$ cat src/rtl/cpu_multicycle.sv
// cpu_multicycle: multi-cycle Hack-compatible core with valid-handshaked fetch and data reads.
// Define CPU_HALT_EN to stop the core in a HALT state on an unconditional jump-to-self.
module cpu_multicycle #(
    parameter int WIDTH  = 16,
    parameter int ADDR_W = 15,
    parameter int PC_W   = 16
) (
    input  logic              clk,
    input  logic              reset,
    output logic              instr_req,
    output logic [PC_W-1:0]   pc_out,
    input  logic [WIDTH-1:0]  instruction,
    input  logic              instr_valid,
    output logic              mem_re,
    input  logic [WIDTH-1:0]  mem_rdata,
    input  logic              mem_rvalid,
    output logic              mem_we,
    output logic [ADDR_W-1:0] mem_addr,
    output logic [WIDTH-1:0]  mem_wdata,
    output logic              halted
);
    typedef enum logic [1:0] {FETCH, MREAD, EXEC, HALT} state_t;

    state_t           r_state;
    state_t           w_next;
    logic [PC_W-1:0]  r_pc;
    logic [WIDTH-1:0] r_a;
    logic [WIDTH-1:0] r_d;
    logic [WIDTH-1:0] r_ir;
    logic [WIDTH-1:0] r_mdr;

    logic             w_is_c;
    logic             w_dst_a;
    logic             w_dst_d;
    logic             w_dst_m;
    logic [WIDTH-1:0] w_x;
    logic [WIDTH-1:0] w_y;
    logic [WIDTH-1:0] w_alu;
    logic             w_zr;
    logic             w_ng;
    logic             w_jmp;

    assign w_is_c  = r_ir[WIDTH-1];
    assign w_dst_a = !w_is_c || r_ir[5];
    assign w_dst_d = w_is_c && r_ir[4];
    assign w_dst_m = w_is_c && r_ir[3];

    // Hack ALU: zx,nx,zy,ny,f,no in ir[11:6]
    always_comb begin
        w_x = r_d;
        w_y = r_ir[12] ? r_mdr : r_a;
        if (r_ir[11]) w_x = '0;
        if (r_ir[10]) w_x = ~w_x;
        if (r_ir[9])  w_y = '0;
        if (r_ir[8])  w_y = ~w_y;
        w_alu = r_ir[7] ? (w_x + w_y) : (w_x & w_y);
        if (r_ir[6])  w_alu = ~w_alu;
    end

    assign w_zr  = (w_alu == '0);
    assign w_ng  = w_alu[WIDTH-1];
    assign w_jmp = w_is_c && ((r_ir[2] && w_ng) ||
                              (r_ir[1] && w_zr) ||
                              (r_ir[0] && !w_ng && !w_zr));

`ifdef CPU_HALT_EN
    logic w_self;
    assign w_self = w_is_c && (&r_ir[2:0]) &&
                    (r_a[PC_W-1:0] == r_pc);
    assign halted = (r_state == HALT);
`else
    assign halted = 1'b0;
`endif

    assign pc_out    = r_pc;
    assign mem_addr  = r_a[ADDR_W-1:0];
    assign mem_wdata = w_alu;

    always_comb begin
        w_next    = r_state;
        instr_req = 1'b0;
        mem_re    = 1'b0;
        mem_we    = 1'b0;
        case (r_state)
            FETCH: begin
                instr_req = 1'b1;
                if (instr_valid) begin
                    if (instruction[WIDTH-1] && instruction[12])
                        w_next = MREAD;
                    else
                        w_next = EXEC;
                end
            end
            MREAD: begin
                mem_re = 1'b1;
                if (mem_rvalid) w_next = EXEC;
            end
            EXEC: begin
                mem_we = w_dst_m;
                w_next = FETCH;
`ifdef CPU_HALT_EN
                if (w_self) w_next = HALT;
`endif
            end
            default: w_next = r_state;
        endcase
    end

    always_ff @(posedge clk) begin
        if (reset) begin
            r_state <= FETCH;
            r_pc    <= '0;
            r_a     <= '0;
            r_d     <= '0;
            r_ir    <= '0;
            r_mdr   <= '0;
        end else begin
            r_state <= w_next;
            if (r_state == FETCH && instr_valid)
                r_ir <= instruction;
            if (r_state == MREAD && mem_rvalid)
                r_mdr <= mem_rdata;
            // jump target and write address both use the pre-update A
            if (r_state == EXEC) begin
                if (w_dst_a)
                    r_a <= w_is_c ? w_alu : {1'b0, r_ir[WIDTH-2:0]};
                if (w_dst_d)
                    r_d <= w_alu;
                r_pc <= w_jmp ? r_a[PC_W-1:0] : r_pc + PC_W'(1);
            end
        end
    end
endmodule

$ cat config.mk
export PLATFORM = sky130hd
export DESIGN_NAME = cpu_multicycle
export DESIGN_NICKNAME = d
export VERILOG_FILES = /design/src/rtl/cpu_multicycle.sv
export SDC_FILE = /design/constraint.sdc
export NUM_CORES = 1
export LEC_CHECK = 0
export ABC_AREA = 1
export CAP_MARGIN = 10
export CORE_ASPECT_RATIO = 0.9
export CORE_UTILIZATION = 30
export CTS_CLUSTER_DIAMETER = 100
export CTS_CLUSTER_SIZE = 28
export DETAILED_ROUTE_END_ITERATION = 6
export SETUP_SLACK_MARGIN = 0.1
export SLEW_MARGIN = 20
export SYNTH_ARGS = -nofsm -noshare
export SYNTH_HDL_FRONTEND = slang
export SYNTH_SLANG_ARGS = --single-unit
export TNS_END_PERCENT = 100
$ cat constraint.sdc
create_clock -name clk -period 6.3 [get_ports clk]
set_input_delay 1.26 -clock clk [delete_from_list [all_inputs] [get_ports clk]]
set_output_delay 1.26 -clock clk [all_outputs]
set_load 0.02 [all_outputs]
Word level (Yosys, flattened, before mapping) --
Index checks and enable logic that the tools add are counted.
Word-level totals: logic and storage cells 54, output and inout port bits 51, bits in registers 82, bits of input ports 36
Operators by class: bitwise logic cells 4, muxes and demuxes 16, add/sub/neg operators 2, reductions and logical operators 22, equality and inequality tests 4
Operator list (count):
- $mux W16 | 9
- $not A16 Y16 | 3
- $add A16 B1 Y16 const B | 1
- $add A16 B16 Y16 | 1
- $and A16 B16 Y16 | 1
- $logic_not A16 Y1 | 1
- $logic_and A1 B1 Y1 | 10
- $mux W2 | 3
- $pmux W2 S3 | 1
- $ne A2 B2 Y1 const B | 2
- $reduce_and A2 Y1 | 2
- $logic_not A1 Y1 | 3
- $logic_or A1 B1 Y1 | 3
- $mux W1 | 3
- $reduce_and A3 Y1 | 1
- $reduce_bool A3 Y1 | 1
- $eq A2 B1 Y1 const B | 1
- $eq A2 B2 Y1 const B | 1
- $logic_not A2 Y1 | 1

Longest topological paths before layout --
Gate-level depths: netlist (run 1).
word-level depth 14, depth in mapped cells 28, depth with buffers taken out 26

Worst setup path before layout (run 1) --
Ideal clock, no wire load.
kind reg2out, from reg r_ir[10], to out mem_wdata[10], cell stages (with the launch flop) 17, required time 5040 ps, setup slack 2330 ps, data arrival time 2710 ps, buffers on the path 2, cell sequence dfxtp_1 > clkbuf_1 > clkbuf_1 > xnor2_1 > ha_1 > fa_1 > nand2_1 > nand2_1 > nand3_2 > nand2_2 > nand2_1 > nand2_1 > nand2_1 > nand3_1 > nand3_1 > nand2_2 > inv_1
On the way: longest elaborated chain between the ends 5, elaborated cells on any way between the ends 6, classes of those cells add/sub: 1; mux: 3; bitwise: 2
Ends and longest elaborated chain:
- start, declared | line 29 | logic [WIDTH-1:0] r_ir;
- start signal, assigned | line 120 | r_ir <= instruction;
- $mux W16 * | line 53 | if (r_ir[10]) w_x = ~w_x;
- $add A16 B16 Y16 / $and A16 B16 Y16 (equally long branches) | line 56 | w_alu = r_ir[7] ? (w_x + w_y) : (w_x & w_y);
- $mux W16 * | line 56
- $not A16 Y16 | line 57 | if (r_ir[6]) w_alu = ~w_alu;
- $mux W16 * | line 57
- end, declared | line 19 | output logic [WIDTH-1:0] mem_wdata,
Every way passes the cells marked *; elsewhere a longest branch is shown, timed or not.

Final worst setup path (run 1) --
from reg r_ir[12], to out mem_wdata[10]
On the way: longest elaborated chain between the ends 8, elaborated cells on any way between the ends 9, classes of those cells add/sub: 1; mux: 5; bitwise: 3
Ends and longest elaborated chain:
- $mux W16 * | line 51 | w_y = r_ir[12] ? r_mdr : r_a;
- $mux W16 * | line 54 | if (r_ir[9]) w_y = '0;
- $not A16 Y16 | line 55 | if (r_ir[8]) w_y = ~w_y;
- $mux W16 * | line 55
- $add A16 B16 Y16 / $and A16 B16 Y16 (equally long branches) | line 56
- $mux W16 * | line 56
- $not A16 Y16 | line 57
- $mux W16 * | line 57
Marked as above.

==> flow_summary_export.csv, run 1 <==
group,metric,value,unit
global_route,grt_antenna_before_repair,0,
timing,fmax,0.188,GHz
power_and_ir_drop,power.total,0.00326,W
yosys,synth_area_per_cell,6.63,µm²
cts,postCtsResizedCells,0,
timing,finalCritPeriodShare,84.6,%
floorplan,chipHeight,138,µm
place,place.gp.congestion,0.883,
route,route.final.wire_length,18.3,mm
yosys,yosys-top-cells-area,"sky130_fd_sc_hd__dfxtp_1 (27%), sky130_fd_sc_hd__nand2_1 (13%), sky130_fd_sc_hd__inv_1 (7.7%)",
worst_setup_path,reg2regPathDepth,23,
route,detail_route.wl_per_cell,14.8,µm
cts,cts.clk_slew.worst_paths,60,ps
worst_setup_path,slowest_stage,"sky130_fd_sc_hd__inv_1",
worst_setup_path,critical-path-top-delay-family,"buffers and inverters",
final_layout,layout.area.seq,1640,µm²
worst_setup_path,timing.critical_path.mode_cell,"sky130_fd_sc_hd__nand2_1",
worst_setup_path,worst-path-buf-inv,3,
timing,report.final.hold_viol_count,0,
min_path,endpoint_worst_hold,"r_a[15]",
global_route,groute.usage.overall,17.8,%
min_path,min-delay-start,"r_a[15]",
job,drv_cap,0,
worst_setup_path,cp.arrival,4070,ps
cts,post-cts-setup-buffer-count,0,
cts,clock_latency,350,ps
worst_setup_path,worst_path_cell_trace,"inv_1 -> o21ai_0 -> xor2_1 -> ha_1 -> fa_1 -> nand2_1 -> nand2_1 -> nand3_2 -> nand2_2 -> nand2_1 -> nand2_1 -> nand2_1 -> nand3_1 -> nand3_1 -> nand2_2 -> inv_1 -> clkdlybuf4s50_1",
timing,timing.max_slew.rel_slack,41.9,%
route,viasPerCell,4.76,
timing,finalClockSkew,8.39,ps
yosys,synth_area_leader_cell,"sky130_fd_sc_hd__dfxtp_1",
place,numPlacedInstances,1221,
timing,setup_repair_after_global_routing_missed_its_margin,"false",
global_route,met1_usage,24.9,%
yosys,ys.warnings.count,0,
yosys,synthesized_instance_count,933,
timing,timing_worst_slew_pin_value,871,ps
route,firstDrtPassIters,5,
floorplan,die-width,153,µm
worst_setup_path,criticalPathCategory,"reg2out",
worst_setup_path,worstSetupStartpointType,"flip-flop",
worst_setup_path,timing.rr.start,"r_ir[12]",
cts,hold_buffers_post_cts,0,
min_path,timing.hold.worst.class,"reg2reg",
worst_setup_path,cp_data_required_time,5040,ps
cts,numClockSinks,82,
final_layout,footprint_of_the_multi_input_gates,3620,µm²
global_route,met3_grt_util,3.07,%
final_layout,fin_nets,1035,
timing,setup_viol,0,
cts,cts_buffers,9,
final_layout,flow.area_growth_from_synthesis,18.2,%
yosys,ys_seq_area_share,26.5,%
timing,fin_tns_setup,0,ps
global_route,globalRouteOverflowTotal,0,
global_route,grt_busiest_layer,"met2",
cts,ctsLongestPathBuffers,2,
yosys,syn-num-nets,991,
final_layout,fillers,2157,
yosys,synth.distinct_cells,45,
final_layout,post_route_utilization,36.4,%
run_status,status,"finished, final reports clean",
final_layout,drive_gt1_share,9.06,%
route,route.vias.total,5885,
power_and_ir_drop,vdd.ir_drop.worst,174,µV
global_route,first_global_vias,5577,
yosys,synth.cell_area,6190,µm²
worst_setup_path,cp_slowest_stage_delay,630,ps
timing,period_minus_slack,5330,ps
floorplan,initial_utilization,30.8,%
timing,maxSlewViolCount,0,
floorplan,io_pins,87,
worst_setup_path,setup.reg_to_reg.worst_slack,1900,ps
global_route,grt_first_pass_wirelength,29.4,mm
final_layout,antenna-diode-count,0,
worst_setup_path,worst_reg2reg_endpoint,"pc_out[0]",
cts,deepest_level_of_the_cts_h_tree,3,
cts,clock_tree_from_tritoncts,"yes",
yosys,synth_top_area_share,26.5,%
worst_setup_path,critPathCaptureType,"output port",
route,count_of_antenna_violating_nets_left_after_detailed_routing,0,
yosys,postSynthRegisterBits,82,
power_and_ir_drop,pwr_density_cell,446,nW/µm²
place,io_buffer_count,85,
worst_setup_path,critPathMaxFanout,33,
route,drc_violations_left,0,
power_and_ir_drop,total_leakage_power,3.32,nW
floorplan,core_area,20100,µm²
floorplan,core.rowCount,49,
global_route,grt_use_met2,27.4,%
cts,clock-root-buffer,"sky130_fd_sc_hd__clkbuf_16",
place,place.detailed.hpwl,13.9,mm
floorplan,design.die.area,21200,µm²
route,first_iter_violations,393,
min_path,hold_path_depth,2,
timing,fin_worst_hold_slack,470,ps
final_layout,layout.cells.non_filler,1237,
global_route,largest_net_degree_at_the_start_of_global_routing,35,
## layout by cell type (no fill, tap or decap), types with 5 or more instances in the layout
| cell | instances |
|---|---|
| sky130_fd_sc_hd__ha_1 | 21 |
| sky130_fd_sc_hd__nand4_1 | 5 |
| sky130_fd_sc_hd__inv_1 | 127 |
| sky130_fd_sc_hd__o21ai_0 | 60 |
| sky130_fd_sc_hd__buf_4 | 9 |
| sky130_fd_sc_hd__nor2_1 | 71 |
| sky130_fd_sc_hd__xor2_1 | 46 |
| sky130_fd_sc_hd__clkbuf_16 | 9 |
| sky130_fd_sc_hd__nand3_1 | 81 |
| sky130_fd_sc_hd__o211ai_1 | 17 |
| sky130_fd_sc_hd__nand2_2 | 20 |
| sky130_fd_sc_hd__nand2_4 | 5 |
| sky130_fd_sc_hd__nand3_2 | 15 |
| sky130_fd_sc_hd__a21oi_2 | 10 |
| sky130_fd_sc_hd__nand2_1 | 207 |
| sky130_fd_sc_hd__clkdlybuf4s50_1 | 85 |
| sky130_fd_sc_hd__dfxtp_1 | 82 |
| sky130_fd_sc_hd__a21oi_1 | 59 |
| sky130_fd_sc_hd__a221oi_1 | 9 |
## worst min-delay path, delay by kind of cell, from the launching register on
kind             cells  cell delay, ps
AO/OA/AOI/OAI        1              50
flip-flops           1             310
AND/OR/NAND/NOR      1              60
## cells by family (layout without fill, tap and decap cells)
| kind of cell | after synthesis | count (layout) | share of synthesized area [%] |
|---|---|---|---|
| simple gates | 419 | 419 | 31.2 |
| compound gates | 164 | 164 | 15.4 |
| fa+ha+maj | 22 | 22 | 4.57 |
| flops | 82 | 82 | 26.5 |
| xor+xnor | 51 | 51 | 7.34 |
| other cells | 1 | 1 | 0.0606 |
| buf+inv | 194 | 243 | 14.9 |
## flip-flops by register name, indices dropped and copies added, names as in the netlist
| signal | count |
|---|---|
| r_d | 16 |
| r_mdr | 16 |
| pc_out | 16 |
| r_ir | 16 |
| r_state | 2 |
| r_a | 16 |
## worst max path at each step
stage | startpoint | endpoint | slack, ps | cells past startpoint
CTS | r_ir[12] | mem_wdata[10] | 1020 | 17
global route | r_ir[12] | mem_wdata[10] | 690 | 17
detailed placement | r_ir[12] | mem_wdata[10] | 1420 | 17
floorplan | r_ir[10] | mem_wdata[10] | 2330 | 16
global placement | r_ir[12] | mem_wdata[10] | 1410 | 17
finish | r_ir[12] | mem_wdata[10] | 970 | 17
## synthesized netlist by cell type, drive strengths merged
master       count
a211oi           1
a21o             1
a21oi           69
a221oi           9
a31oi            1
and2             3
buf             28
bufinv           1
clkbuf          32
clkinv           2
conb             1
dfxtp           82
dlygate4sd3      1
fa               1
ha              21
inv            130
nand2          232
nand3           97
nand3b           1
nand4            6
nor2            75
nor3             1
nor3b            1
o211ai          17
o21ai           62
o21bai           4
or2              3
xnor2            4
xor2            47
## final cells by class
| type | count | share of cell area (%) |
|---|---|---|
| Timing Repair Buffer | 94 | 12.6 |
| Multi-Input combinational cell | 657 | 49.6 |
| Inverter | 133 | 7.02 |
| Clock buffer | 10 | 3.13 |
| Sequential cell | 82 | 22.5 |
| Clock inverter | 6 | 0.907 |
| Tap cell | 255 | 4.36 |
## through the flow
step	instance area [µm²]	setup slack [ps]
after floorplan	6190	2330
after global placement	7020	1410
after detailed placement	7020	1420
after CTS	7310	1020
after global routing	7310	691
final	7310	971
## per-layer routing
metal	vias up	wire length [µm]
li1	3055	-
met1	2654	9090
met2	161	7880
met3	15	1090
met4	0	252
met5	-	0
## where the power goes
| part | switching, W | total, W | internal [W] |
|---|---|---|---|
| logic | 0.00128 | 0.00201 | 0.000726 |
| registers | 0.000110 | 0.000723 | 0.000613 |
| clock network | 0.000224 | 0.000532 | 0.000308 |
| total | 0.00162 | 0.00326 | 0.00165 |
Note: power is estimated with default switching activity, not from simulation.
==> run 2, diff against run 1 <==
==> constraint.sdc (replaced) <==
create_clock -name clk -period 5.4 [get_ports clk]
set_input_delay 1.08 -clock clk [delete_from_list [all_inputs] [get_ports clk]]
set_output_delay 1.08 -clock clk [all_outputs]
set_load 0.02 [all_outputs]
==> run 2 against run 1 <==
Against the previous run: routed wire length is 1.6% higher; worst hold slack better by 6.1 ps; via count is 1.6% higher; first-iteration DRC count is 1.3% lower; critical endpoint unchanged; sequential cell count stayed put; highest routed layer unchanged; critical path depth is 1 higher; final cell count hardly changed; largest power group unchanged; setup slack worse by 580 ps.
==> flow_summary_export.csv, run 2 (same netlist as run 1, synthesis figures left out) <==
group,metric,value,unit
final_layout,final_cell_mix,"sky130_fd_sc_hd__nand2_1 (207), sky130_fd_sc_hd__inv_1 (126), sky130_fd_sc_hd__clkdlybuf4s50_1 (85)",
job,drv_cap,0,
worst_setup_path,timing.rr.start,"r_ir[12]",
place,io_buffer_count,85,
worst_setup_path,worst_reg2reg_endpoint,"pc_out[0]",
worst_setup_path,cp_data_required_time,4320,ps
floorplan,design.die.area,21200,µm²
min_path,endpoint_worst_hold,"r_a[15]",
worst_setup_path,cp_slowest_stage_delay,620,ps
floorplan,core_area,20100,µm²
route,detail_route.wl_per_cell,15.0,µm
worst_setup_path,setup.reg_to_reg.worst_slack,1220,ps
power_and_ir_drop,pwr_density_cell,530,nW/µm²
final_layout,layout.cells.most_common,"sky130_fd_sc_hd__nand2_1",
global_route,globalRouteOverflowTotal,0,
cts,cts_buffers,9,
timing,setup_repair_after_global_routing_missed_its_margin,"false",
place,place.gp.congestion,0.855,
power_and_ir_drop,combPwrFrac,60.7,%
cts,hold_buffers_post_cts,0,
timing,fin_worst_hold_slack,476,ps
worst_setup_path,timing.critical_path.mode_cell,"sky130_fd_sc_hd__nand2_1",
power_and_ir_drop,internal_power,0.00198,W
power_and_ir_drop,pwr-share-seq,21.6,%
timing,report.final.hold_viol_count,0,
timing,maxSlewViolCount,0,
timing,finalCritPeriodShare,92.7,%
route,route.vias.total,5977,
floorplan,die-width,153,µm
global_route,largest_net_degree_at_the_start_of_global_routing,35,
cts,clock_latency,360,ps
timing,finalClockSkew,10.2,ps
timing,setup_viol,0,
power_and_ir_drop,power.total,0.00390,W
global_route,grt_first_pass_wirelength,29.8,mm
route,route.final.wire_length,18.6,mm
worst_setup_path,cp.arrival,3920,ps
power_and_ir_drop,share_clk_of_total_power,17.7,%
timing,timing_worst_slew_pin_value,1000,ps
global_route,grt_antenna_before_repair,0,
final_layout,layout.area.seq,1640,µm²
worst_setup_path,critical-path-top-delay-family,"buffers and inverters",
worst_setup_path,reg2regPathDepth,24,
timing,period_minus_slack,5000,ps
timing,timing.max_slew.rel_slack,33.1,%
floorplan,initial_utilization,30.8,%
final_layout,fillers,2123,
place,place.detailed.hpwl,14.0,mm
run_status,status,"finished, final reports clean",
final_layout,footprint_of_the_multi_input_gates,3620,µm²
route,firstDrtPassIters,5,
floorplan,core.rowCount,49,
route,viasPerCell,4.83,
cts,deepest_level_of_the_cts_h_tree,3,
cts,clock-root-buffer,"sky130_fd_sc_hd__clkbuf_16",
route,count_of_antenna_violating_nets_left_after_detailed_routing,0,
route,first_iter_violations,388,
power_and_ir_drop,power.switching_fraction,49.2,%
route,drc_violations_left,0,
final_layout,antenna-diode-count,0,
worst_setup_path,critPathMaxFanout,17,
power_and_ir_drop,total_leakage_power,3.33,nW
power_and_ir_drop,vdd.ir_drop.worst,327,µV
worst_setup_path,critPathCaptureType,"output port",
timing,fin_tns_setup,0,ps
cts,numClockSinks,82,
final_layout,drive_gt1_share,9.36,%
worst_setup_path,worstSetupStartpointType,"flip-flop",
worst_setup_path,slowest_stage,"sky130_fd_sc_hd__clkdlybuf4s50_1",
cts,clock_tree_from_tritoncts,"yes",
worst_setup_path,criticalPathCategory,"reg2out",
cts,cts.clk_slew.worst_paths,70,ps
worst_setup_path,worst-path-buf-inv,3,
power_and_ir_drop,power_switching,0.00192,W
min_path,min-delay-start,"r_a[15]",
global_route,first_global_vias,5521,
min_path,hold_path_depth,2,
final_layout,post_route_utilization,36.6,%
final_layout,flow.area_growth_from_synthesis,18.9,%
worst_setup_path,worst_path_cell_trace,"clkinvlp_4 -> a21oi_1 -> o21ai_0 -> xor2_1 -> ha_1 -> fa_1 -> nand2_1 -> nand2_1 -> nand3_2 -> nand2_2 -> nand2_1 -> nand2_1 -> nand2_1 -> nand3_1 -> nand3_1 -> nand2_2 -> inv_1 -> clkdlybuf4s50_1",
floorplan,io_pins,87,
floorplan,chipHeight,138,µm
timing,fmax,0.200,GHz
global_route,groute.usage.overall,18.0,%
final_layout,fin_nets,1036,
min_path,timing.hold.worst.class,"reg2reg",
cts,ctsLongestPathBuffers,2,
[run 2: final cells by class]
cell class                 instances  area share [%]
clock buffer                      10            3.25
clock inverter                     6            1.21
inverter                         133            7.03
multi-input combinational        657            49.3
sequential                        82            22.3
tap                              255            4.34
timing repair buffer              94            12.5
timing repair inverter             1           0.102
[run 2: how the worst max path moves through the flow]
stage / from / to / slack [ps] / depth (start not counted)
6_report: r_ir[12] / mem_wdata[10] / 400 / 18
5_1_grt: r_ir[12] / mem_wdata[10] / 140 / 18
4_1_cts: r_ir[12] / mem_wdata[14] / 370 / 17
3_5_place_dp: r_ir[12] / mem_wdata[14] / 780 / 17
3_3_place_gp: r_ir[12] / mem_wdata[10] / 850 / 17
2_1_floorplan: r_ir[10] / mem_wdata[10] / 1610 / 16
[run 2: per-layer routing]
metal	vias to the layer above	GRT usage, %	wire [µm]
met3	31	3.35	1020
li1	3062	-	-
met4	0	7.16	514
met2	181	26.9	7840
met5	-	0	0
met1	2703	25.4	9210
[run 2: metrics by stage]
stage | std cells | worst slack (ps) | cell area [µm²]
5_1_grt | 1238 | 137 | 7360
4_1_cts | 1237 | 370 | 7340
6_report | 1238 | 395 | 7360
3_3_place_gp | 1221 | 846 | 7020
2_1_floorplan | 933 | 1610 | 6190
3_5_place_dp | 1221 | 778 | 7020
[run 2: worst min-delay path, stage by stage (launching register included)]
cell and delay [ps]:
sky130_fd_sc_hd__dfxtp_1 310, sky130_fd_sc_hd__nand2_1 60, sky130_fd_sc_hd__a21oi_1 60
[run 2: power by group through the flow]
stage                     clock (W)  sequential, W  combinational [W]
after floorplan                   0       0.000792            0.00175
after global placement            0       0.000846            0.00234
after detailed placement          0       0.000846            0.00235
after CTS                  0.000710       0.000834            0.00237
after global routing       0.000730       0.000850            0.00263
final                      0.000692       0.000841            0.00237
[run 2: what timing repair did]
item | 4_1_cts | 5_1_grt
setup buffers | 0 | 0
endpoints found under the setup margin | 0 | 3
resized for setup | 0 | 2
